<file path="src/rtl/sr_ctrl_pkg.sv">
// sr_ctrl_pkg: shared state encoding and op constants for the SR flop controller
package sr_ctrl_pkg;
  typedef enum logic [1:0] {IDLE, DRIVE, CHECK} state_e;
  localparam logic OP_CLR = 1'b0;
  localparam logic OP_SET = 1'b1;
endpackage

</file>
<file path="src/rtl/rr_arbiter.sv">
// rr_arbiter: combinational round-robin pick, searching upward from ptr modulo N_REQ
module rr_arbiter #(
  parameter int N_REQ = 4
) (
  input  logic [N_REQ-1:0]         req,
  input  logic [$clog2(N_REQ)-1:0] ptr,
  output logic [N_REQ-1:0]         winner,
  output logic                     valid
);
  localparam int PW = $clog2(N_REQ);
  logic [PW-1:0] idx;
  // walk downward so the candidate closest to ptr is assigned last and wins
  always_comb begin
    winner = '0;
    idx = '0;
    for (int k = N_REQ - 1; k >= 0; k--) begin
      idx = PW'((int'(ptr) + k) % N_REQ);
      if (req[idx]) winner = N_REQ'(1) << idx;
    end
  end
  assign valid = |req;
endmodule

</file>
<file path="src/rtl/sr_ff_ctrl.sv">
// sr_ff_ctrl: arbitrates N_REQ requesters onto one shared SR flop and checks its q feedback
module sr_ff_ctrl
  import sr_ctrl_pkg::*;
#(
  parameter int N_REQ = 4
) (
  input  logic             clk,
  input  logic             reset,
  input  logic [N_REQ-1:0] req,
  input  logic [N_REQ-1:0] op,
  input  logic             q_fb,
  input  logic             err_clr,
  output logic             s,
  output logic             r,
  output logic [N_REQ-1:0] gnt,
  output logic             busy,
  output logic             err
);
  localparam int PW = $clog2(N_REQ);
  state_e state_q, state_d;
  logic [PW-1:0] ptr_q, ptr_d, idx_q, idx_d, win_idx;
  logic op_q, op_d, s_q, s_d, r_q, r_d, err_q, err_d, win_vld;
  logic [N_REQ-1:0] gnt_q, gnt_d, win;
  rr_arbiter #(.N_REQ(N_REQ)) u_arb (
    .req(req),
    .ptr(ptr_q),
    .winner(win),
    .valid(win_vld)
  );
  always_comb begin
    win_idx = '0;
    for (int i = 0; i < N_REQ; i++) if (win[i]) win_idx = PW'(i);
  end
  // s/r/gnt are registered, so they are computed one state ahead of when they appear
  always_comb begin
    state_d = state_q;
    ptr_d = ptr_q;
    idx_d = idx_q;
    op_d = op_q;
    s_d = 1'b0;
    r_d = 1'b0;
    gnt_d = '0;
    err_d = err_q & ~err_clr;
    case (state_q)
      IDLE: if (win_vld) begin
        state_d = DRIVE;
        idx_d = win_idx;
        op_d = op[win_idx];
        s_d = op[win_idx] == OP_SET;
        r_d = op[win_idx] == OP_CLR;
      end
      DRIVE: begin
        state_d = CHECK;
        gnt_d = N_REQ'(1) << idx_q;
      end
      CHECK: begin
        state_d = IDLE;
        ptr_d = idx_q == PW'(N_REQ - 1) ? '0 : idx_q + PW'(1);
        err_d = err_d | (q_fb != op_q);
      end
      default: state_d = IDLE;
    endcase
  end
  always_ff @(posedge clk or posedge reset) begin
    if (reset) begin
      state_q <= IDLE;
      ptr_q <= '0;
      idx_q <= '0;
      op_q <= OP_CLR;
      s_q <= 1'b0;
      r_q <= 1'b0;
      gnt_q <= '0;
      err_q <= 1'b0;
    end else begin
      state_q <= state_d;
      ptr_q <= ptr_d;
      idx_q <= idx_d;
      op_q <= op_d;
      s_q <= s_d;
      r_q <= r_d;
      gnt_q <= gnt_d;
      err_q <= err_d;
    end
  end
  assign s = s_q;
  assign r = r_q;
  assign gnt = gnt_q;
  assign busy = state_q != IDLE;
  assign err = err_q;
endmodule

</file>
<file path="config.mk">
export PLATFORM = sky130hd
export DESIGN_NAME = sr_ff_ctrl
export DESIGN_NICKNAME = d
export VERILOG_FILES = /design/src/rtl/sr_ctrl_pkg.sv /design/src/rtl/rr_arbiter.sv /design/src/rtl/sr_ff_ctrl.sv
export SDC_FILE = /design/constraint.sdc
export NUM_CORES = 1
export LEC_CHECK = 0
export ABC_AREA = 1
export ABC_CLOCK_PERIOD_IN_PS = 2100
export BUFFER_PORTS_ARGS = -buffer_cell sky130_fd_sc_hd__buf_2
export CAP_MARGIN = 20
export CELL_PAD_IN_SITES_DETAIL_PLACEMENT = 2
export CELL_PAD_IN_SITES_GLOBAL_PLACEMENT = 2
export CORE_MARGIN = 2
export CORE_UTILIZATION = 28
export DETAILED_ROUTE_END_ITERATION = 8
export PLACE_DENSITY = 0.85
export SLEW_MARGIN = 20
export SYNTH_ARGS = -nofsm -noshare
export SYNTH_HDL_FRONTEND = slang
export SYNTH_SLANG_ARGS = --single-unit
</file>
<file path="constraint.sdc">
create_clock -name clk -period 2.1 [get_ports clk]
set_input_delay 0.315 -clock clk [delete_from_list [all_inputs] [get_ports clk]]
set_output_delay 0.315 -clock clk [all_outputs]
set_load 0.005 [all_outputs]
</file>
# After elaboration in Yosys (flattened, before gate mapping)
# Index checks and enable logic that the tools add are counted.
[totals]
inputBits = 12
elab_cells = 61
register_bits = 14
[classes]
addsub = 4
eq_ne = 5
bitwise = 4
order_cmp = 5
muxes = 26
n_reduce_logical = 4
shift = 5
[op_table]
columns = ["cell", "count"]
rows = [
  ["$mux W4", 5],
  ["$shl A1 B2 Y4 const A", 5],
  ["$lt A2 B3 Y1 const B", 5],
  ["$mux W1", 11],
  ["$bmux W1 S2", 5],
  ["$mux W2", 4],
  ["$add A2 B1 Y2 const B", 2],
  ["$add A2 B2 Y2 const B", 2],
  ["$eq A2 B2 Y1 const B", 2],
  ["$pmux W2 S2", 1],
  ["$reduce_or A4 Y1", 1],
  ["$eq A2 B1 Y1 const B", 1],
  ["$logic_not A2 Y1", 1],
  ["$ne A2 B1 Y1 const B", 1],
  ["$not A1 Y1", 2],
  ["$reduce_and A2 Y1", 1],
  ["$reduce_bool A2 Y1", 1],
  ["$and A1 B1 Y1", 1],
  ["$ne A1 B1 Y1", 1],
  ["$or A1 B1 Y1", 1],
]

# Logic depth before layout (Yosys ltp)
# Gate-level depths: netlist of the first run.
[depth]
word_depth = 15
depth_mapped = 17

# Modules after synthesis
# From an unflattened synthesis of the first run, not the netlist that was laid out.
[hier_totals]
cells_unflattened = 144
area_unflattened_um2 = 1057.3
[by_module_without_submodules]
columns = ["module", "instances", "area_each_um2", "seq_area_each_um2", "cells_each"]
rows = [
  ["sr_ff_ctrl", 1, 626.9, 350.3, 69],
  ["rr_arbiter", 1, 430.4, 0.0, 75],
]

# Worst setup path before layout of the first run
# OpenSTA, ideal clock, no wires.
[synth_path]
path_kind = "flip-flop to flip-flop"
start = "reg ptr_q[1]"
end = "reg op_q"
setup_ps = 117
slack_ps = 89
period_less_slack_ps = 2011
path_stages_with_launch = 16
n_path_buf = 0
arrival_ps = 1893
path_cell_list = "dfrtp_1 -> inv_1 -> ha_1 -> inv_1 -> nand3_2 -> nand2_4 -> o21ai_1 -> inv_2 -> a21boi_4 -> nand2_2 -> nand2_2 -> nand2_1 -> nand2_1 -> nand2_2 -> nand3_2 -> nand2_1"
[synth_via]
elab_chain_cells = 12
elab_cells_between_ends = 24
classes_between = "3 x add/sub; 4 x shift; 17 x mux"
[synth_rtl]
columns = ["item", "line", "text"]
rows = [
  ["start: declaration", "sr_ff_ctrl.sv:21", "logic [PW-1:0] ptr_q, ptr_d, idx_q, idx_d, win_idx;"],
  ["start signal: assignment", "sr_ff_ctrl.sv:76", "ptr_q <= ptr_d;"],
  ["$add A2 B2 Y2", "rr_arbiter.sv:17", "idx = PW'((int'(ptr) + k) % N_REQ);"],
  ["$bmux W1 S2", "rr_arbiter.sv:18", "if (req[idx]) winner = N_REQ'(1) << idx;"],
  ["$mux W1 (implied by the code)", "rr_arbiter.sv:18", ""],
  ["$mux W4 (3 in series)", "rr_arbiter.sv:18", ""],
  ["$mux W4 (*)", "rr_arbiter.sv:18", ""],
  ["$mux W1", "sr_ff_ctrl.sv:32", "for (int i = 0; i < N_REQ; i++) if (win[i]) win_idx = PW'(i);"],
  ["$mux W2", "sr_ff_ctrl.sv:32", ""],
  ["$mux W2 (*)", "sr_ff_ctrl.sv:32", ""],
  ["$bmux W1 S2 (*)", "sr_ff_ctrl.sv:48", "op_d = op[win_idx];"],
  ["$mux W1 (implied by the code) (*)", "sr_ff_ctrl.sv:48", ""],
  ["end signal: assignment", "sr_ff_ctrl.sv:78", "op_q <= op_d;"],
  ["end: declaration", "sr_ff_ctrl.sv:22", "logic op_q, op_d, s_q, s_d, r_q, r_d, err_q, err_d, win_vld;"],
]
# Every way passes the cells marked *; elsewhere a longest branch is shown, timed or not. The select of a mux whose other input is x is not followed.
# A chain may end at the register's enable or synchronous reset.

# Final worst setup path of the first run
# Same ends and word-level chain as after synthesis.

==> metrics.md, run 1 <==
| Metric | Value |
|---|---|
| Antenna-violating nets left | `0` |
| MaxCap Viol Count | `0` |
| Non-Filler Instances | `199` |
| Fmax | `between 0.5 and 0.6 GHz` |
| Max IR drop VDD | `approximately 400 µV` |
| Synth Area in Simple Gates | `between 30 and 40%` |
| Gr busiest metal | `met2` |
| Unique cell type count in the Yosys netlist | `21` |
| Met2 usage | `30.6%` |
| R2R depth | `16` |
| Largest net degree at the start of global routing | `15` |
| 1st-pass router iterations | `3` |
| Sequential share of the synthesized area | `34.7%` |
| Vias per inst | `4.65` |
| Final WL | `3040 µm` |
| Routed via count | `926` |
| Ys Warns | `0` |
| Compound-Gate Fraction of Synth Area | `9.17%` |
| Synth-to-Final Area Change | `24.0%` |
| Final Skew | `approximately 0.0027 ns` |
| Row count | `21` |
| Crit. End Element | `flip-flop` |
| Synth Net Count | `148` |
| P_leak | `~0.7 nW` |
| Syn Inst Count | `125` |
| Mapped cell area | `0.00101 mm²` |
| Seq cells post-synth | `14` |
| Share of layout cells above drive strength 1 | `35.9%` |
| Core area | `0.00339 mm²` |
| Synth area leaders | `dfrtp_1 35%, ha_1 14%, nand2_1 9.7%` |
| Bufs on Longest Clock Path | `2` |
| WL per Instance | `15.3 µm` |
| Skew-Pair Late Insertion Delay | `0.30 ns` |
| Filler Cell Count | `390` |
| Die Ht | `64.1 µm` |
| Met1 GRT Util | `16.5%` |
| Final Max Tran Viols | `0` |
| Element type at the critical path start | `flip-flop` |
| Die ar. | `0.00410 mm²` |
| Top-area cell type share of the netlist area | `34.7%` |
| P per Cell Area | `1840 mW/mm²` |
| Minimum clock period | `1.95 ns` |
| First-pass GRT wire length | `4860 µm` |
| Req. time, crit path | `2.30 ns` |
| Worst Tran Pin Value | `0.526 ns` |
| Worst slack at placement | `0.122 ns` |
| Placed insts | `194` |
| Slew headroom | `64.9%` |
| Area share of fa/ha/maj cells after synthesis | `13.6%` |
| Vias in the first global route | `1005` |
| Total power draw | `0.00230 W` |
| Smallest setup slack after layout | `0.154 ns` |
| Die W | `64.1 µm` |
| Gp weighted congestion | `0.807` |
| CTS tree | `yes` |
| Final setup TNS | `0 ns` |
| # diodes | `0` |
| Final period utilization | `92.7%` |
| IO Count | `20` |
| H-tree depth | `1` |
| Initial antenna violation count | `0` |
| Xor/xnor cell area share of the yosys netlist | `0%` |
| Iteration-0 DRC Markers | `38` |
| GRT Overall Usage | `15.8%` |
| CTS Root Cell | `clkbuf_4` |
| Setup violators final | `0` |
| Largest family of logic cells by synthesized area | `simple AND/OR/NAND/NOR gates` |
| Mapped Avg Cell Area | `8.08 µm²` |
| Initial core utilization | `between 20% and 30%` |
| Grt met3 use | `1.23%` |
| DP Wirelength | `2260 µm` |
| CTS Buf Count | `3` |
| Clock Pin Slew Worst Setup and Hold Paths | `~0.09 ns` |
| Outcome | `finished, final reports clean` |
| Worst endpoint data arrival time | `2.14 ns` |
| Total grt overflow | `0` |
| Yosys top cell by area | `dfrtp_1` |
| Critical path fanouts, max | `6` |
| Worst min-delay path class | `in -> async` |
| Final count of hold timing violations | `0` |
| Setup CP Type | `reg -> reg` |
| Port bufs | `19` |
| Nets | `between 150 and 200` |
| Layout Utilization | `between 30% and 40%` |
| # DRC | `0` |
| Mux cell area share after synthesis | `0%` |
| CTS sink count | `14` |
==> flip-flops by register name, summed over array words and instances (netlist names) <==
name / flops
r: 1
s: 1
ptr_q: 2
op_q: 1
state_q: 2
idx_q: 2
err: 1
gnt: 4
==> routing by layer <==
layer | up-vias | routed length, µm
li1 | 444 | -
met1 | 462 | 1170
met2 | 13 | 1730
met3 | 7 | 54
met4 | 0 | 90
met5 | - | 0
==> cell families (layout without fill, tap and decap cells) <==
family	after synthesis	in the layout
adder cells (fa/ha/maj)	11	11
AND/OR/NAND/NOR	63	63
flip-flops	14	14
AO/OA/AOI/OAI	13	13
buffers and inverters	24	52
==> metrics by stage <==
stage	hold WS [ns]	area (µm²)
floorplan	0.204	1010
global placement	0.360	1190
detailed placement	0.381	1190
CTS	0.0633	1230
global route	0.0763	1250
finish	0.0332	1250
==> cells in the mapped netlist, drive strengths merged <==
| cell type | number |
|---|---|
| nand2 | 38 |
| inv | 23 |
| nand3 | 16 |
| dfrtp | 14 |
| ha | 11 |
| o21ai | 8 |
| nor2 | 7 |
| a21oi | 2 |
| a21boi | 1 |
| a22oi | 1 |
| clkinv | 1 |
| nor4 | 1 |
| o21bai | 1 |
| or2 | 1 |
==> where the power goes <==
group | switching (W) | internal [W] | leakage (nW)
Clock | 0.0000993 | 0.000106 | 0.0210
Combinational | 0.00105 | 0.000597 | 0.499
Sequential | 0.0000629 | 0.000385 | 0.181
Total | 0.00121 | 0.00109 | 0.701
==> cell usage in the layout, fill, tap and decap left out <==
| master | count |
|---|---|
| a21boi_4 | 1 |
| a21oi_1 | 1 |
| a21oi_2 | 1 |
| a22oi_2 | 1 |
| buf_2 | 19 |
| buf_4 | 5 |
| clkbuf_4 | 3 |
| clkbuf_8 | 1 |
| clkinv_1 | 1 |
| dfrtp_1 | 14 |
| ha_1 | 10 |
| ha_4 | 1 |
| inv_1 | 20 |
| inv_2 | 3 |
| nand2_1 | 26 |
| nand2_2 | 11 |
| nand2_4 | 1 |
| nand3_1 | 9 |
| nand3_2 | 6 |
| nand3_4 | 1 |
| nor2_1 | 7 |
| nor4_1 | 1 |
| o21ai_0 | 5 |
| o21ai_1 | 2 |
| o21ai_2 | 1 |
| o21bai_1 | 1 |
| or2_0 | 1 |
==> critical path, stage by stage, from the launching register on <==
cell,delay (ns)
dfrtp_1,0.39
inv_1,0.13
ha_4,0.23
inv_1,0.09
nand3_2,0.10
nand2_4,0.10
nand2_1,0.06
clkinv_1,0.05
nand2_2,0.06
a21boi_4,0.16
nand2_2,0.08
nand2_2,0.08
nand2_1,0.05
nand2_1,0.07
nand2_2,0.07
nand3_2,0.08
nand2_1,0.06
==> cell type report <==
cell class                 count  area, µm²  share of cell area (%)
sequential                    14        350                    28.0
clock buffer                   4       36.3                    2.90
timing repair buffer          24        133                    10.6
inverter                      24       90.1                    7.19
tap                           46       57.6                    4.60
multi-input combinational     87        586                    46.8
==> worst paths after layout <==
kind                           from          to  slack [ns]
hold / removal                reset      gnt[1]        0.03
hold reg to reg                 err         err        0.52
min in group clk            err_clr         err        0.17
setup reg to reg           ptr_q[1]        op_q        0.15
max in group asynchronous     reset  state_q[1]        1.72
setup / recovery           ptr_q[1]        op_q        0.15
==> timing repair <==
| item | 4_1_cts | 5_1_grt |
|---|---|---|
| setup buffers | 0 | 1 |
| hold buffers | 0 | 0 |
| endpoints found under the hold margin | 0 | 0 |
| resized for setup | 0 | 3 |
| endpoints found under the setup margin | 0 | 3 |
No activity file was read; power rests on OpenSTA's default activity.
==> inputs of run 2 (changes only) <==
--- a/config.mk
+++ b/config.mk
@@ -5,16 +5,15 @@
 export SDC_FILE = /design/constraint.sdc
 export NUM_CORES = 1
 export LEC_CHECK = 0
-export ABC_AREA = 1
 export ABC_CLOCK_PERIOD_IN_PS = 2100
 export BUFFER_PORTS_ARGS = -buffer_cell sky130_fd_sc_hd__buf_2
-export CAP_MARGIN = 20
+export CAP_MARGIN = 5
 export CELL_PAD_IN_SITES_DETAIL_PLACEMENT = 2
 export CELL_PAD_IN_SITES_GLOBAL_PLACEMENT = 2
 export CORE_MARGIN = 2
-export CORE_UTILIZATION = 28
+export CORE_UTILIZATION = 30
 export DETAILED_ROUTE_END_ITERATION = 8
-export PLACE_DENSITY = 0.85
+export PLACE_DENSITY = 0.84
 export SLEW_MARGIN = 20
 export SYNTH_ARGS = -nofsm -noshare
 export SYNTH_HDL_FRONTEND = slang
==> run 2 against run 1 <==
Effect of this change: the run now ends with setup timing left; design area up 21%; clock-buffer cell count is the same; sequential cell count is the same; clock power barely moved; sequential share of layout area fell by 4.6 points; sequential power grew 9.6%; wire length increased by 8.6%; critical path type unchanged; critical endpoint unchanged; synthesized cell count decreased by 15%; global-route usage grew 1.6 points; worst setup slack got worse by 0.55 ns.
==> metrics.md, run 2 <==
| Metric | Value |
|---|---|
| Outcome | `finished, violations left (was finished, final reports clean)` |
| Failing checks | `setup timing` |
| P_leak | `0.731 nW (was 0.701 nW)` |
| WL per Instance | `17.1 µm (was 15.3 µm)` |
| Worst slack at placement | `-0.508 ns (was 0.122 ns)` |
| Max IR drop VDD | `753 µV (was 397 µV)` |
| Final setup TNS | `-1.53 ns (was 0 ns)` |
| Top-count cell post-synth | `dfrtp_1 (was nand2_1)` |
| Syn Inst Count | `106 (was 125)` |
| Seq cells post-synth | `14 (unchanged)` |
| IO Count | `20 (unchanged)` |
| RR Startpoint | `ptr_q[0] (was ptr_q[1])` |
| DP Wirelength | `2580 µm (was 2260 µm)` |
| Max FFs per register | `4 (unchanged)` |
| Fmax | `0.401 GHz (was 0.514 GHz)` |
| Worst Tran Pin Value | `0.579 ns (was 0.526 ns)` |
| Reg-to-Reg End | `op_q (unchanged)` |
| Initial core utilization | `31.4% (was 29.8%)` |
| Mapped Avg Cell Area | `9.97 µm² (was 8.08 µm²)` |
| Routed via count | `962 (was 926)` |
| Final Skew | `0.00546 ns (was 0.00266 ns)` |
| Critical path fanouts, max | `6 (unchanged)` |
| Element type at the critical path start | `flip-flop (unchanged)` |
| Worst min-delay path class | `in -> async (unchanged)` |
| Antenna-violating nets left | `0 (unchanged)` |
| Total grt overflow | `0 (unchanged)` |
| Nets | `171 (was 177)` |
| Post-synth EDFFs | `0 (unchanged)` |
| Post-synth ARST share | `100% (unchanged)` |
| Bufs on Longest Clock Path | `2 (unchanged)` |
| Vias in the first global route | `1088 (was 1005)` |
| Yosys top cell by area | `dfrtp_1 (unchanged)` |
| Initial antenna violation count | `0 (unchanged)` |
| Row count | `21 (unchanged)` |
| Commonest cells in the netlist | `14 x dfrtp_1, 11 x ha_1, 7 x inv_1, 7 x nand2_1 (was 26 x nand2_1, 20 x inv_1, 14 x dfrtp_1)` |
| Unique cell type count in the Yosys netlist | `40 (was 21)` |
| R2R depth | `9 (was 16)` |
| CP cell instances | `inv_4 > ha_4 > nand2b_4 > o22ai_2 > a2111o_1 > a221o_2 > a21oi_4 > o41ai_4 > a31o_1 (was inv_1 > ha_4 > inv_1 > nand3_2 > nand2_4 > nand2_1 > clkinv_1 > nand2_2 > a21boi_4 > nand2_2 > nand2_2 > nand2_1 > nand2_1 > nand2_2 > nand3_2 > nand2_1)` |
| Smallest setup slack after layout | `-0.394 ns (was 0.154 ns)` |
| Final Max Tran Viols | `0 (unchanged)` |
| Vias per inst | `4.98 (was 4.65)` |
| Reg2reg setup slack | `-0.39 ns (was 0.15 ns)` |
| Die W | `63.4 µm (was 64.1 µm)` |
| Synth Net Count | `129 (was 148)` |
| Sequential share of the synthesized area | `33.1% (was 34.7%)` |
| First-pass GRT wire length | `5440 µm (was 4860 µm)` |
| Die ar. | `0.00402 mm² (was 0.00410 mm²)` |
| Die Ht | `63.4 µm (was 64.1 µm)` |
| Synth area leaders | `dfrtp_1 33%, ha_1 13%, mux2_2 5.3% (was dfrtp_1 35%, ha_1 14%, nand2_1 9.7%)` |
| Setup CP Type | `reg -> reg (unchanged)` |
| 1st-pass router iterations | `4 (was 3)` |
| Most frequent cells in the layout | `19 x buf_2, 19 x buf_4, 12 x dfrtp_1, 9 x ha_1, 7 x nand2_1 (was 26 x nand2_1, 20 x inv_1, 19 x buf_2, 14 x dfrtp_1, 11 x nand2_2)` |
| Minimum clock period | `2.49 ns (was 1.95 ns)` |
| Setup violators final | `5 (was 0)` |
| Synth-to-Final Area Change | `42.8% (was 24.0%)` |
| H-tree depth | `1 (unchanged)` |
| CTS Root Cell | `clkbuf_4 (unchanged)` |
| RSZ-0062 raised after global routing | `true` |
| GRT Overall Usage | `17.4% (was 15.8%)` |
| P per Cell Area | `1910 mW/mm² (was 1840 mW/mm²)` |
| CTS Buf Count | `3 (unchanged)` |
| Ys flop type | `dfrtp_1 (unchanged)` |
| Gp weighted congestion | `0.814 (was 0.807)` |
| Ys Warns | `0 (unchanged)` |
| Top-area cell type share of the netlist area | `33.1% (was 34.7%)` |
| Port bufs | `19 (unchanged)` |
| Final period utilization | `119% (was 92.7%)` |
| Core area | `0.00336 mm² (was 0.00339 mm²)` |
| # diodes | `0 (unchanged)` |
| Slew headroom | `61.3% (was 64.9%)` |
| Skew-Pair Late Insertion Delay | `0.29 ns (was 0.30 ns)` |
| Final count of hold timing violations | `0 (unchanged)` |
| Max stage delay on crit path | `0.48 ns (was 0.39 ns)` |
| Iteration-0 DRC Markers | `19 (was 38)` |
| Mapped cell area | `0.00106 mm² (was 0.00101 mm²)` |
| CTS sink count | `14 (unchanged)` |
| Largest net degree at the start of global routing | `15 (unchanged)` |
| Clock Pin Slew Worst Setup and Hold Paths | `0.09 ns (about the same)` |
| CTS tree | `yes (unchanged)` |
| Req. time, crit path | `2.29 ns (was 2.30 ns)` |
| Crit. End Element | `flip-flop (unchanged)` |
| Share of layout cells above drive strength 1 | `49.7% (was 35.9%)` |
| Buf+Inv Stages, Crit Path | `1 (was 3)` |
| MaxCap Viol Count | `0 (unchanged)` |
| Total power draw | `0.00288 W (was 0.00230 W)` |
| Final WL | `3310 µm (was 3040 µm)` |
| # DRC | `0 (unchanged)` |
| CP top delay family | `compound AO/OA/AOI/OAI gates (was simple AND/OR/NAND/NOR gates)` |
| Worst endpoint data arrival time | `2.69 ns (was 2.14 ns)` |
| Critical path's slowest cell | `dfrtp_2 (was dfrtp_1)` |
| Filler Cell Count | `380 (was 390)` |
-- run 2: changes by cell type after synthesis, sizes merged, moves of 3 or more --
cell	previous run	this run
nand2	38	7
o22ai	0	3
and3	0	5
nor2b	0	3
and2	0	5
inv	23	7
o21ai	8	3
mux2i	0	4
nand3	16	1
mux2	0	6
nand2b	0	4
-- run 2: repair_timing --
action / 4_1_cts / 5_1_grt
setup endpoints to repair: 5 / 5
endpoints found under the hold margin: 0 / 0
gates cloned: 0 / 0
pin swaps: 3 / 7
setup buffers: 1 / 2
resized for setup: 6 / 11
hold buffers: 0 / 0
-- run 2: layout make-up --
| class | count | area, µm² | area share (%) |
|---|---|---|---|
| Sequential cell | 14 | 353 | 23.4 |
| Timing Repair Buffer | 39 | 249 | 16.5 |
| Clock buffer | 4 | 36.3 | 2.40 |
| Tap cell | 46 | 57.6 | 3.81 |
| Multi-Input combinational cell | 83 | 786 | 52.0 |
| Inverter | 7 | 28.8 | 1.91 |
-- run 2: stage by stage --
stage | cells | cell area [µm²] | utilization [%] | hold WS, ns
after floorplan | 106 | 1100 | - | 0.204
after global placement | 186 | 1360 | 40.4 | 0.376
after detailed placement | 186 | 1360 | 40.4 | 0.407
after CTS | 191 | 1420 | 42.2 | 0.0828
after global routing | 193 | 1510 | 44.9 | 0.113
final | 193 | 1510 | 44.9 | 0.0797
-- run 2: worst max path at each step --
stage	from	end	cells past startpoint
2_1_floorplan	ptr_q[0]	op_q	11
3_3_place_gp	ptr_q[0]	op_q	9
5_1_grt	ptr_q[0]	op_q	9
4_1_cts	ptr_q[0]	op_q	9
6_report	ptr_q[0]	op_q	9
3_5_place_dp	ptr_q[0]	op_q	7
-- run 2: cells by family (layout without fill, tap and decap cells) --
family          after synthesis  count (layout)  share of synthesized area, %
mux                          10              10                          11.6
flops                        14              14                          33.1
simple gates                 35              35                          18.0
xor+xnor                      1               1                         0.829
compound gates               26              26                          19.2
buf+inv                       9              50                          4.26
fa+ha+maj                    11              11                          13.0
-- run 2: power by group --
part | leakage [nW] | internal [W] | switching (W)
Combinational | 0.532 | 0.00114 | 0.00104
Sequential | 0.178 | 0.000388 | 0.000103
Clock | 0.0210 | 0.000106 | 0.0000986
Total | 0.731 | 0.00164 | 0.00124
-- run 2: layer usage --
layer	up-vias	wire (µm)	global-route usage, %
met5	-	0	0
met4	0	32	5.16
met3	5	72	2.14
met2	14	1830	33.8
met1	477	1370	19.4
li1	466	-	-
==> inputs of run 3 (changes only) <==
--- a/config.mk
+++ b/config.mk
@@ -5,15 +5,16 @@
 export SDC_FILE = /design/constraint.sdc
 export NUM_CORES = 1
 export LEC_CHECK = 0
-export ABC_CLOCK_PERIOD_IN_PS = 2100
+export ABC_CLOCK_PERIOD_IN_PS = 2300
 export BUFFER_PORTS_ARGS = -buffer_cell sky130_fd_sc_hd__buf_2
 export CAP_MARGIN = 5
 export CELL_PAD_IN_SITES_DETAIL_PLACEMENT = 2
 export CELL_PAD_IN_SITES_GLOBAL_PLACEMENT = 2
 export CORE_MARGIN = 2
-export CORE_UTILIZATION = 30
+export CORE_UTILIZATION = 35
+export CTS_BUF_LIST = sky130_fd_sc_hd__clkbuf_8
 export DETAILED_ROUTE_END_ITERATION = 8
-export PLACE_DENSITY = 0.84
+export PLACE_DENSITY = 0.91
 export SLEW_MARGIN = 20
 export SYNTH_ARGS = -nofsm -noshare
 export SYNTH_HDL_FRONTEND = slang
==> constraint.sdc (replaced) <==
create_clock -name clk -period 2.3 [get_ports clk]
set_input_delay 0.345 -clock clk [delete_from_list [all_inputs] [get_ports clk]]
set_output_delay 0.345 -clock clk [all_outputs]
set_load 0.005 [all_outputs]
==> run 3 against run 2 <==
Effect of this change: the run ends with DRC, setup timing left; design area down 0.33%; clock-buffer cell count unchanged; cell count down 7.3%; worst setup slack better by 0.046 ns; largest power group unchanged.
==> metrics.md, run 3 (synthesis gave the netlist of run 2 again) <==
| Metric | Value |
|---|---|
| Worst hold margin | `0.152 ns (was 0.0797 ns)` |
| Non-Filler Instances | `179 (was 193)` |
| Initial antenna violation count | `0 (unchanged)` |
| Final count of hold timing violations | `0 (unchanged)` |
| Port bufs | `19 (unchanged)` |
| CTS tree | `yes (unchanged)` |
| Reg2reg setup slack | `-0.35 ns (was -0.39 ns)` |
| Die ar. | `0.00348 mm² (was 0.00402 mm²)` |
| RR Startpoint | `ptr_q[0] (unchanged)` |
| MaxCap Viol Count | `0 (unchanged)` |
| DP Wirelength | `2900 µm (was 2580 µm)` |
| Met3 WL post-DR | `154 µm (was 72 µm)` |
| Outcome | `finished, violations left (unchanged)` |
| Setup violators final | `5 (unchanged)` |
| GRT Overall Usage | `25.6% (was 17.4%)` |
| Most frequent cells in the layout | `21 x buf_4, 19 x buf_2, 12 x dfrtp_1, 9 x ha_1, 7 x nand2_1 (was 19 x buf_2, 19 x buf_4, 12 x dfrtp_1, 9 x ha_1, 7 x nand2_1)` |
| Total grt overflow | `0 (unchanged)` |
| Critical path destination | `s (was op_q)` |
| Final period utilization | `115% (was 119%)` |
| Final setup TNS | `-1.04 ns (was -1.53 ns)` |
| H-tree depth | `1 (unchanged)` |
| Skew-Pair Late Insertion Delay | `0.25 ns (was 0.29 ns)` |
| Die Ht | `59.0 µm (was 63.4 µm)` |
| Bufs on Longest Clock Path | `2 (unchanged)` |
| Worst slack at placement | `-0.339 ns (was -0.508 ns)` |
| Initial core utilization | `37.7% (was 31.4%)` |
| Gp weighted congestion | `0.812 (was 0.814)` |
| # DRC | `1 (was 0)` |
| Critical path fanouts, max | `7 (was 6)` |
| Reg-to-Reg End | `s (was op_q)` |
| Register Area | `353 µm² (unchanged)` |
| Synth-to-Final Area Change | `42.4% (was 42.8%)` |
| Crit. End Element | `flip-flop (unchanged)` |
| Finished Cell Area | `0.00151 mm² (about the same)` |
| Largest net degree at the start of global routing | `15 (unchanged)` |
| Element type at the critical path start | `flip-flop (unchanged)` |
| RSZ-0062 raised after global routing | `true (unchanged)` |
| Core area | `0.00281 mm² (was 0.00336 mm²)` |
| Die W | `59.0 µm (was 63.4 µm)` |
| CTS Buf Count | `3 (unchanged)` |
| Filler Cell Count | `282 (was 380)` |
| Vias per inst | `5.70 (was 4.98)` |
| CTS Root Cell | `clkbuf_8 (was clkbuf_4)` |
| Worst endpoint data arrival time | `2.78 ns (was 2.69 ns)` |
| Antenna-violating nets left | `0 (unchanged)` |
| Placed insts | `173 (was 186)` |
| Worst Setup SP | `ptr_q[0] (unchanged)` |
| Top Metal Used | `met4 (unchanged)` |
| Wire length on met1 | `1880 µm (was 1370 µm)` |
| Final WL | `4490 µm (was 3310 µm)` |
| CTS sink count | `14 (unchanged)` |
| CP cell instances | `inv_4 > ha_4 > nand2b_1 > o22ai_1 > a2111o_1 > a221o_2 > a21oi_4 > nor2_1 > o211a_1 (was inv_4 > ha_4 > nand2b_4 > o22ai_2 > a2111o_1 > a221o_2 > a21oi_4 > o41ai_4 > a31o_1)` |
| DP Area | `0.00135 mm² (was 0.00136 mm²)` |
| Routed via count | `1020 (was 962)` |
| Minimum clock period | `2.65 ns (was 2.49 ns)` |
| Req. time, crit path | `2.44 ns (was 2.29 ns)` |
| Clock Pin Slew Worst Setup and Hold Paths | `0.07 ns (was 0.09 ns)` |
| Share of layout cells above drive strength 1 | `48.6% (was 49.7%)` |
| Max IR drop VDD | `904 µV (was 753 µV)` |
| Post-CTS Hold Buffers | `0 (unchanged)` |
| R2R depth | `9 (unchanged)` |
| Final Max Tran Viols | `0 (unchanged)` |
| Failing checks | `DRC, setup timing (was setup timing)` |
| Critical path's slowest cell | `dfrtp_2 (unchanged)` |
| Worst Tran Pin Value | `0.580 ns (was 0.579 ns)` |
| Metal2 WL | `2370 µm (was 1830 µm)` |
| Final Skew | `0.00286 ns (was 0.00546 ns)` |
| Worst min-delay path class | `in -> async (unchanged)` |
| Most common cell after layout, fill and taps aside | `buf_4` |
| Vias in the first global route | `1180 (was 1088)` |
| Iteration-0 DRC Markers | `25 (was 19)` |
| Max FFs per register | `4 (unchanged)` |
| Fmax | `0.378 GHz (was 0.401 GHz)` |
| Slew headroom | `61.3% (about the same)` |
| 1st-pass router iterations | `6 (was 4)` |
| Smallest setup slack after layout | `-0.348 ns (was -0.394 ns)` |
| WL per Instance | `25.1 µm (was 17.1 µm)` |
| # diodes | `0 (unchanged)` |
| P_leak | `0.741 nW (was 0.731 nW)` |
| Multi-input logic area | `777 µm² (was 786 µm²)` |
| P per Cell Area | `1910 mW/mm² (about the same)` |
| First-pass GRT wire length | `6350 µm (was 5440 µm)` |
| Nets | `172 (was 171)` |
| Row count | `19 (was 21)` |
| IO Count | `20 (unchanged)` |
| Setup CP Type | `reg -> reg (unchanged)` |
| Max stage delay on crit path | `0.51 ns (was 0.48 ns)` |
==> run 3: cell types whose count changed in the layout (fill, tap and decap cells not counted), sizes merged <==
cell	delta
buf	+1
==> run 3: routing by layer <==
metal  GRT usage, %  up-vias
li1               -      470
met1           27.9      514
met2           49.7       28
met3           4.84        8
met4           7.14        0
met5              0        -
==> run 3: worst min-delay path by stage <==
stage               slack, ns       end  depth (start not counted)  startpoint
floorplan                0.23       err                          1       reset
global placement         0.40    gnt[0]                          2       reset
detailed placement       0.42  ptr_q[0]                          2       reset
CTS                      0.16    gnt[1]                          2       reset
global route             0.21    gnt[2]                          2       reset
finish                   0.15    gnt[0]                          2       reset
==> run 3: worst max-delay path, delay by kind of cell (launching register included) <==
| kind | cells | cell delay (ns) |
|---|---|---|
| AOI/OAI and AO/OA | 5 | 1.42 |
| DFF | 1 | 0.51 |
| adders and majority gates | 1 | 0.31 |
| and+or+nand+nor | 2 | 0.21 |
| buffers and inverters | 1 | 0.06 |
==> run 3: what timing repair did <==
action,in CTS,in global routing
endpoints found under the setup margin,5,5
pin swaps,2,2
cloned,0,0
setup buffers,0,2
gates resized for setup,11,6
==> run 3: layout make-up <==
| type | instances | share of cell area, % |
|---|---|---|
| Clock buffer | 4 | 3.66 |
| Inverter | 7 | 1.91 |
| Multi-Input combinational cell | 83 | 51.6 |
| Sequential cell | 14 | 23.4 |
| Tap cell | 31 | 2.58 |
| Timing Repair Buffer | 40 | 16.8 |
==> run 3: metrics by stage <==
stage	utilization (%)	power [W]
2_1_floorplan	-	0.00152
3_5_place_dp	48.3	0.00221
3_3_place_gp	48.3	0.00203
4_1_cts	51.5	0.00260
6_report	53.7	0.00288
5_1_grt	53.7	0.00302
==> run 3: report_power, final <==
part	leakage, nW	internal (W)	switching, W
Clock	0.0288	0.000152	0.000101
Sequential	0.178	0.000355	0.000111
Combinational	0.534	0.00102	0.00113
